File: config.mk
export PLATFORM = sky130hd
export DESIGN_NAME = sad_window_min_flat
export DESIGN_NICKNAME = d
export VERILOG_FILES = /design/src/rtl/sad_window_min_if.sv /design/src/rtl/sad_window_min.sv /design/src/flat_wrapper.sv
export SDC_FILE = /design/constraint.sdc
export NUM_CORES = 1
export LEC_CHECK = 0
export BUFFER_PORTS_ARGS = -buffer_cell sky130_fd_sc_hd__buf_2
export CELL_PAD_IN_SITES_DETAIL_PLACEMENT = 0
export CELL_PAD_IN_SITES_GLOBAL_PLACEMENT = 1
export CORE_MARGIN = 5
export CORE_UTILIZATION = 42
export CTS_BUF_LIST = sky130_fd_sc_hd__clkbuf_8 sky130_fd_sc_hd__clkbuf_16
export CTS_CLUSTER_DIAMETER = 100
export DETAILED_ROUTE_END_ITERATION = 7
export PLACE_DENSITY = 0.8
export SYNTH_ARGS = -nofsm -noshare
export SYNTH_HDL_FRONTEND = slang
export SYNTH_SLANG_ARGS = --single-unit
File: constraint.sdc
create_clock -name Clk -period 3 [get_ports Clk]
set_input_delay 0.15 -clock Clk [delete_from_list [all_inputs] [get_ports Clk]]
set_output_delay 0.15 -clock Clk [all_outputs]
set_load 0.005 [all_outputs]
File: src/rtl/sad_window_min_if.sv
// Handshake and result bundle between the abs-diff
// producer / controller and sad_window_min.
interface sad_window_min_if #(
  parameter int DATA_WIDTH = 32,
  parameter int ACC_WIDTH  = 32,
  parameter int IDX_WIDTH  = 16
);
  logic                  Start;
  logic                  DiffValid;
  logic [DATA_WIDTH-1:0] DiffIn;
  logic                  LastWindow;
  logic                  Ready;
  logic                  Busy;
  logic                  Done;
  logic [ACC_WIDTH-1:0]  MinSAD;
  logic [IDX_WIDTH-1:0]  MinIndex;
  logic [ACC_WIDTH-1:0]  CurSAD;

  modport master (
    output Start,
    output DiffValid,
    output DiffIn,
    output LastWindow,
    input  Ready,
    input  Busy,
    input  Done,
    input  MinSAD,
    input  MinIndex,
    input  CurSAD
  );

  modport slave (
    input  Start,
    input  DiffValid,
    input  DiffIn,
    input  LastWindow,
    output Ready,
    output Busy,
    output Done,
    output MinSAD,
    output MinIndex,
    output CurSAD
  );
endinterface

File: src/rtl/sad_window_min.sv
// Windowed SAD accumulator with running minimum search.
// Reports best window SAD and its index at search end.
module sad_window_min #(
  parameter int DATA_WIDTH = 32,
  parameter int ACC_WIDTH  = 32,
  parameter int WINDOW_LEN = 16,
  parameter int IDX_WIDTH  = 16
) (
  input logic             Clk,
  input logic             Reset,
  sad_window_min_if.slave bus
);

  localparam int CNT_W = $clog2(WINDOW_LEN);
  localparam int SUM_W =
    ((DATA_WIDTH > ACC_WIDTH) ? DATA_WIDTH : ACC_WIDTH) + 1;
  localparam logic [CNT_W-1:0] CNT_LAST =
    CNT_W'(WINDOW_LEN - 1);
  localparam logic [SUM_W-1:0] ACC_MAX =
    SUM_W'({ACC_WIDTH{1'b1}});

  typedef enum logic [1:0] {
    IDLE,
    ACCUM,
    COMPARE,
    DONE
  } state_t;

  state_t               state_q, state_d;
  logic [ACC_WIDTH-1:0] cur_sad_q, cur_sad_d;
  logic [ACC_WIDTH-1:0] min_sad_q, min_sad_d;
  logic [IDX_WIDTH-1:0] min_idx_q, min_idx_d;
  logic [IDX_WIDTH-1:0] win_idx_q, win_idx_d;
  logic [CNT_W-1:0]     cnt_q, cnt_d;
  logic                 first_q, first_d;
  logic                 last_q, last_d;

  logic [SUM_W-1:0]     sum_w;
  logic [ACC_WIDTH-1:0] sum_sat;

  // Widened add so overflow is visible, then clamp.
  always_comb begin
    sum_w = SUM_W'(cur_sad_q) + SUM_W'(bus.DiffIn);
    if (sum_w > ACC_MAX) begin
      sum_sat = '1;
    end else begin
      sum_sat = sum_w[ACC_WIDTH-1:0];
    end
  end

  // Next-state and datapath updates for the search FSM.
  always_comb begin
    state_d   = state_q;
    cur_sad_d = cur_sad_q;
    min_sad_d = min_sad_q;
    min_idx_d = min_idx_q;
    win_idx_d = win_idx_q;
    cnt_d     = cnt_q;
    first_d   = first_q;
    last_d    = last_q;
    unique case (state_q)
      IDLE: begin
        if (bus.Start) begin
          state_d   = ACCUM;
          cur_sad_d = '0;
          min_sad_d = '1;
          min_idx_d = '0;
          win_idx_d = '0;
          cnt_d     = '0;
          first_d   = 1'b1;
          last_d    = 1'b0;
        end
      end
      ACCUM: begin
        if (bus.DiffValid) begin
          cur_sad_d = sum_sat;
          if (cnt_q == CNT_LAST) begin
            cnt_d   = '0;
            last_d  = bus.LastWindow;
            state_d = COMPARE;
          end else begin
            cnt_d = cnt_q + CNT_W'(1);
          end
        end
      end
      COMPARE: begin
        if (first_q || (cur_sad_q < min_sad_q)) begin
          min_sad_d = cur_sad_q;
          min_idx_d = win_idx_q;
        end
        first_d   = 1'b0;
        cur_sad_d = '0;
        win_idx_d = win_idx_q + IDX_WIDTH'(1);
        state_d   = last_q ? DONE : ACCUM;
      end
      DONE: begin
        state_d = IDLE;
      end
      default: begin
        state_d = IDLE;
      end
    endcase
  end

  // State register with synchronous active-high reset.
  always_ff @(posedge Clk) begin
    if (Reset) begin
      state_q   <= IDLE;
      cur_sad_q <= '0;
      min_sad_q <= '1;
      min_idx_q <= '0;
      win_idx_q <= '0;
      cnt_q     <= '0;
      first_q   <= 1'b0;
      last_q    <= 1'b0;
    end else begin
      state_q   <= state_d;
      cur_sad_q <= cur_sad_d;
      min_sad_q <= min_sad_d;
      min_idx_q <= min_idx_d;
      win_idx_q <= win_idx_d;
      cnt_q     <= cnt_d;
      first_q   <= first_d;
      last_q    <= last_d;
    end
  end

  assign bus.Ready    = (state_q == ACCUM);
  assign bus.Busy     = (state_q != IDLE);
  assign bus.Done     = (state_q == DONE);
  assign bus.MinSAD   = min_sad_q;
  assign bus.MinIndex = min_idx_q;
  assign bus.CurSAD   = cur_sad_q;

endmodule

File: src/flat_wrapper.sv
// flat-port wrapper written by rule: the top's interface ports become plain ports
module sad_window_min_flat 
#(
  parameter int DATA_WIDTH = 32,
  parameter int ACC_WIDTH  = 32,
  parameter int WINDOW_LEN = 16,
  parameter int IDX_WIDTH  = 16
)
  (Clk, Reset, bus_Start, bus_DiffValid, bus_DiffIn, bus_LastWindow, bus_Ready, bus_Busy, bus_Done, bus_MinSAD, bus_MinIndex, bus_CurSAD);
  sad_window_min_if #(.DATA_WIDTH(DATA_WIDTH), .ACC_WIDTH(ACC_WIDTH), .IDX_WIDTH(IDX_WIDTH)) bus_i ();
  input logic Clk;
  input logic Reset;
  input wire logic [$bits(bus_i.Start)-1:0] bus_Start;
  input wire logic [$bits(bus_i.DiffValid)-1:0] bus_DiffValid;
  input wire logic [$bits(bus_i.DiffIn)-1:0] bus_DiffIn;
  input wire logic [$bits(bus_i.LastWindow)-1:0] bus_LastWindow;
  output wire logic [$bits(bus_i.Ready)-1:0] bus_Ready;
  output wire logic [$bits(bus_i.Busy)-1:0] bus_Busy;
  output wire logic [$bits(bus_i.Done)-1:0] bus_Done;
  output wire logic [$bits(bus_i.MinSAD)-1:0] bus_MinSAD;
  output wire logic [$bits(bus_i.MinIndex)-1:0] bus_MinIndex;
  output wire logic [$bits(bus_i.CurSAD)-1:0] bus_CurSAD;
  assign bus_i.Start = bus_Start;
  assign bus_i.DiffValid = bus_DiffValid;
  assign bus_i.DiffIn = bus_DiffIn;
  assign bus_i.LastWindow = bus_LastWindow;
  assign bus_Ready = bus_i.Ready;
  assign bus_Busy = bus_i.Busy;
  assign bus_Done = bus_i.Done;
  assign bus_MinSAD = bus_i.MinSAD;
  assign bus_MinIndex = bus_i.MinIndex;
  assign bus_CurSAD = bus_i.CurSAD;
  sad_window_min #(.DATA_WIDTH(DATA_WIDTH), .ACC_WIDTH(ACC_WIDTH), .WINDOW_LEN(WINDOW_LEN), .IDX_WIDTH(IDX_WIDTH)) u_core (.Clk(Clk), .Reset(Reset), .bus(bus_i));
endmodule
== Word-level counts from Yosys, hierarchy flattened ==
Index checks and enable logic that the tools add are counted.
Widths: inputs -> output; s select.

* Flip-flop bits (word level): 104
* Input port bits: 37
* Output and inout bits: 83
* Logic and storage cells: 59

* Add/sub/neg operators: 3
* Order comparisons: 2
* Equality and inequality tests: 8
* Multiplexer cells: 26
* Reductions and logical operators: 12

{| class="wikitable"
|+ Operators by type and width
! cell !! number
|-
| $mux 32 || 5
|-
| $pmux 32 s3 || 1
|-
| $pmux 16 s2 || 2
|-
| $pmux 32 s2 || 1
|-
| $add 32x32->33 || 1
|-
| $gt 33x32->1 const B || 1
|-
| $lt 32x32->1 || 1
|-
| $mux 16 || 2
|-
| $add 16x1->16 const B || 1
|-
| $mux 4 || 3
|-
| $reduce_and 3->1 || 4
|-
| $mux 2 || 4
|-
| $pmux 2 s4 || 1
|-
| $pmux 4 s2 || 1
|-
| $reduce_bool 2->1 || 3
|-
| $add 4x1->4 const B || 1
|-
| $eq 2x2->1 const B || 2
|-
| $eq 4x4->1 const B || 1
|-
| $mux 1 || 4
|-
| $ne 2x1->1 const B || 2
|-
| $ne 2x2->1 const B || 2
|-
| $pmux 1 s2 || 2
|-
| $reduce_and 4->1 || 1
|-
| $reduce_bool 3->1 || 1
|-
| other kinds (4) || 4
|}

== Depth between registers and ports, before layout ==
* Depth after elaboration: 5
* Mapped depth: 14
* Gate-level depth less buffers: 12

== Least setup slack after synthesis ==
No wires, ideal clock.

* Path type: reg2reg
* Start point: register u_core.cur_sad_q[18], in the netlist u_core.bus.CurSAD[18]
* End point: register u_core.cur_sad_q[29], in the netlist u_core.bus.CurSAD[29]
* Library setup time: 120 ps
* Arrival: 2475 ps
* Required time: 2880 ps
* Path slack: 405 ps
* Stages on the path, launching flop included: 12
* Path buffers: 1
* Period minus slack after synthesis: 2595 ps
* Cell sequence: dfxtp_1 ha_1 clkbuf_1 nand3_1 a311oi_4 nand2_2 a21oi_2 a2111oi_4 o311ai_2 a31oi_1 mux2i_1 a211o_1

* Longest elaborated chain between the ends: 5

{| class="wikitable"
|+ RTL lines
! what !! RTL line !! RTL
|-
| from (decl) || sad_window_min.sv:30 || <nowiki>logic [ACC_WIDTH-1:0] cur_sad_q, cur_sad_d;</nowiki>
|-
| from (signal assigned) || sad_window_min.sv:118 || <nowiki>cur_sad_q <= cur_sad_d;</nowiki>
|-
| $add 32x32->33 (*) || sad_window_min.sv:43 || <nowiki>sum_w = SUM_W'(cur_sad_q) + SUM_W'(bus.DiffIn);</nowiki>
|-
| $gt 33x32->1 || sad_window_min.sv:44 || <nowiki>if (sum_w > ACC_MAX) begin</nowiki>
|-
| $mux 32 (*) || sad_window_min.sv:44 ||
|-
| $mux 32 (*) || sad_window_min.sv:75 || <nowiki>if (bus.DiffValid) begin</nowiki>
|-
| $pmux 32 s3 (*) || sad_window_min.sv:61 || <nowiki>unique case (state_q)</nowiki>
|}

Every way passes the cells marked *; elsewhere a longest branch is shown, timed or not. The select of a mux whose other input is x is not followed.
A chain may end at the register's enable or synchronous reset.

== Worst setup path in the final report ==
* Start point: register u_core.cur_sad_q[1], in the netlist u_core.bus.CurSAD[1]
* End point: register u_core.cur_sad_q[25], in the netlist u_core.bus.CurSAD[25]

Same word-level chain as after synthesis.

==> metrics.md <==
| Metric | Value |
|---|---|
| Antenna diodes | 0 |
| Share of cells above drive strength 1 | roughly a fifth |
| Vias post-DR | 6035 |
| FFs w/ async S/R, synth | 0% |
| Synth-to-Final Area Change | 20.3% |
| Cell area after synthesis | roughly 0.0064 mm2 |
| Slew Viols, Final | 0 |
| Post-route ant nets | 0 |
| Number of vias per cell | 5.40 |
| Clk slew on worst S/H paths | 70 ps |
| CP Data Arrival Time | 3100 ps |
| Core area | 0.0151 mm2 |
| Critical Path, Cell by Cell | inv_1 -> fa_1 -> nor2b_1 -> o31a_1 -> o21ai_1 -> o21a_1 -> o21ai_1 -> a21o_1 -> a21oi_4 -> nor3_1 -> buf_4 -> a221o_1 |
| Period utilisation layout | 93.2% |
| Setup violations, final | 0 |
| Clk sinks | roughly 100 |
| HPWL Detailed | between 10 and 15 mm |
| Top FF cell, synth | dfxtp_1 |
| Run status | completed |
| Max-cap violations | 0 |
| Post-Route WL | 17.9 mm |
| Synth Net Count | about 900 |
| Starting DRC count in detailed routing | 386 |
| Yosys top cell area share | between 30% and 40% |
| Startpoint Class | register |
| VDD IR max | 309 uV |
| Footprint of the multi-input gates | 0.00401 mm2 |
| Chip width | 134 um |
| Crit Path Max Fanout | 5 |
| Worst skew pair latency | ~360 ps |
| Final Non-Filler Cells | 1117 |
| CP top delay family | compound AO/OA/AOI/OAI gates |
| # DRC | 0 |
| # rows | 45 |
| WS Path Type | register to register |
| RD Place Congestion | 0.907 |
| Fin crit period | 2800 ps |
| Maximum clock path buffer count | 2 |
| PwrDens | 428 mW/mm2 |
| Pre-CTS WS | 243 ps |
| Final worst clock skew | 8.85 ps |
| Starting utilization of the core area | 42.6% |
| CP dominant cell by count | o21ai_1 |
| Cts bufs inserted | 9 |
| Number of placed I/O pins | between 100 and 150 |
| Setup ws final | roughly 200 ps |
| Mapped Cells | 794 |
| First-pass GRT wire length | between 20 and 30 mm |
| Area contributors post-synth | dfxtp_1 (32%), ha_1 (13%), a21oi_1 (7.2%), nor2_1 (4.3%), nor3_1 (3.4%) |
| Hold WC Path Type | input port to register |
| Max incr delay on CP | 470 ps |
| Final non-filler cell area | 0.00772 mm2 |
| First-pass iteration count of the detailed router | 4 |
| CTS tree | built |
| Die Area | 0.0179 mm2 |
| Leak pwr | roughly 4 nW |
| Slew @ Worst Pin | 598 ps |
| CP bufs+invs | 2 |
| Wire length per cell | 16.0 um |
| Area leader, netlist | dfxtp_1 |
| Synth Register Bits | 104 |
| Hold Fails Final Rpt | 0 |
| Hold buffers post-CTS | 0 |
| Fillers | approximately 1500 |
| Register area | between 0.002 and 0.0025 mm2 |
| Placed insts | 1101 |
| Largest net degree at the start of global routing | 50 |
| CP required | between 3000 and 4000 ps |
| H-tree depth | 3 |
| Number of port buffers | 119 |
| Worst Hold Slack | 55.0 ps |
| Nets | 1027 |
| Slowest cell on the critical path | fa_1 |
| Die Height | 134 um |
| Sequential area share after synthesis | 32.4% |
| Fmax achieved | 358 MHz |
| Vias in the first global route | 5671 |
| Netlist cell types | 59 |
| CP endpoint kind | register |
| Relative slew slack | 60.0% |
| Warnings, synthesis | 0 |
| Total GRT Usage | 20.1% |
| Syn Area/Cell | 8.09 um2 |
| Number of synthesized flops with an enable pin | 0 |
| Cell Area, Placed | approximately 0.0074 mm2 |
| Root Buffer | clkbuf_16 |
| Gr ovfl total | 0 |
| Power Total | 3.31 mW |
| Antenna violations before repair | 0 |
-- metal layers --
metal  up-vias  global-route usage (%)  routed length, um
met5         -                       0                  0
met4         0                    5.37                287
met3        18                    3.10                842
met2       136                    31.3               7910
met1      2763                    28.9               8850
li1       3118                       -                  -
-- Yosys cell counts, types with 2 or more instances --
library cell,n
o21bai_1,2
nand2b_1,24
a21oi_1,93
a221o_1,3
nand4_1,12
a311oi_1,17
a31oi_1,5
o21a_1,5
dfxtp_1,104
nand2_1,41
and2_1,7
a22o_1,9
and3_1,8
o21ai_1,4
xor2_1,19
a21boi_0,2
ha_1,65
or3_1,8
a211oi_1,6
nor3_1,44
buf_1,2
nor2b_1,6
mux2i_1,2
xnor2_1,15
a2111oi_0,2
o21ai_0,44
buf_4,4
a211o_1,3
buf_2,8
inv_1,46
nor2_1,74
nand3_1,32
a21o_1,27
clkbuf_1,26
-- stage by stage --
step / TNS [ps] / utilization, %
finish: 0 / 51.2
global route: -4.87 / 51.2
CTS: 0 / 51.1
detailed placement: 0 / 49.1
global placement: 0 / 49.1
floorplan: 0 / -
-- tightest hold or removal path, stage by stage --
cell and delay, ps:
buf_2 90, nand4_1 60, a21oi_1 60
-- kinds of logic (layout without fill, tap and decap cells) --
kind of cell	count (synthesis)	in the layout	synth area share [%]
AO/OA/AOI/OAI	240	240	24.6
XOR/XNOR	34	34	4.64
adder cells (fa/ha/maj)	66	66	13.0
buffers and inverters	86	221	5.42
flip-flops	104	104	32.4
multiplexers	2	2	0.312
AND/OR/NAND/NOR	262	262	19.6
-- registers in the layout, indices dropped and copies added, names as in the netlist --
register / count
u_core.bus.MinIndex: 16
u_core.bus.MinSAD: 32
u_core.last_q: 1
u_core.state_q: 2
u_core.first_q: 1
u_core.bus.CurSAD: 32
u_core.cnt_q: 4
u_core.win_idx_q: 16
-- final cells by class --
type | count | area share, %
inverter | 46 | 2.24
multi-input combinational | 604 | 51.9
timing repair buffer | 159 | 12.0
sequential | 104 | 27.0
tap | 188 | 3.05
clock buffer | 9 | 2.92
clock inverter | 7 | 1.02
-- power by group --
part | leakage [nW] | total, mW | internal (mW) | switching, mW
clock | 0.150 | 1.23 | 0.659 | 0.574
combinational | 2.90 | 0.627 | 0.255 | 0.372
sequential | 0.842 | 1.45 | 1.41 | 0.0357
-- layout by cell type, fill, tap and decap left out, types with 9 or more instances in the layout --
master / Yosys / final
a21o_1: 27 / 27
a21oi_1: 93 / 93
a22o_1: 9 / 9
a311oi_1: 17 / 16
buf_2: 8 / 119
buf_4: 4 / 37
clkbuf_16: 0 / 9
dfxtp_1: 104 / 104
ha_1: 65 / 65
inv_1: 46 / 47
nand2_1: 41 / 41
nand2b_1: 24 / 24
nand3_1: 32 / 32
nand4_1: 12 / 12
nor2_1: 74 / 73
nor3_1: 44 / 44
o21ai_0: 44 / 43
xnor2_1: 15 / 15
xor2_1: 19 / 19
-- path summary, 6_finish.rpt --
check / startpoint / endpoint / slack, ps / depth (start not counted)
worst max-delay path: u_core.bus.CurSAD[1] / u_core.bus.CurSAD[25] / 200 / 12
worst min register to register: u_core.bus.MinIndex[7] / u_core.bus.MinIndex[7] / 470 / 2
worst min-delay path: bus_LastWindow / u_core.last_q / 60 / 3
worst max register to register: u_core.bus.CurSAD[1] / u_core.bus.CurSAD[25] / 200 / 12
-- what timing repair did --
action,4_1_cts,5_1_grt
buffers inserted,0,0
setup endpoints to repair,0,12
gates resized for setup,0,4
Note: power is estimated with default switching activity, not from simulation.
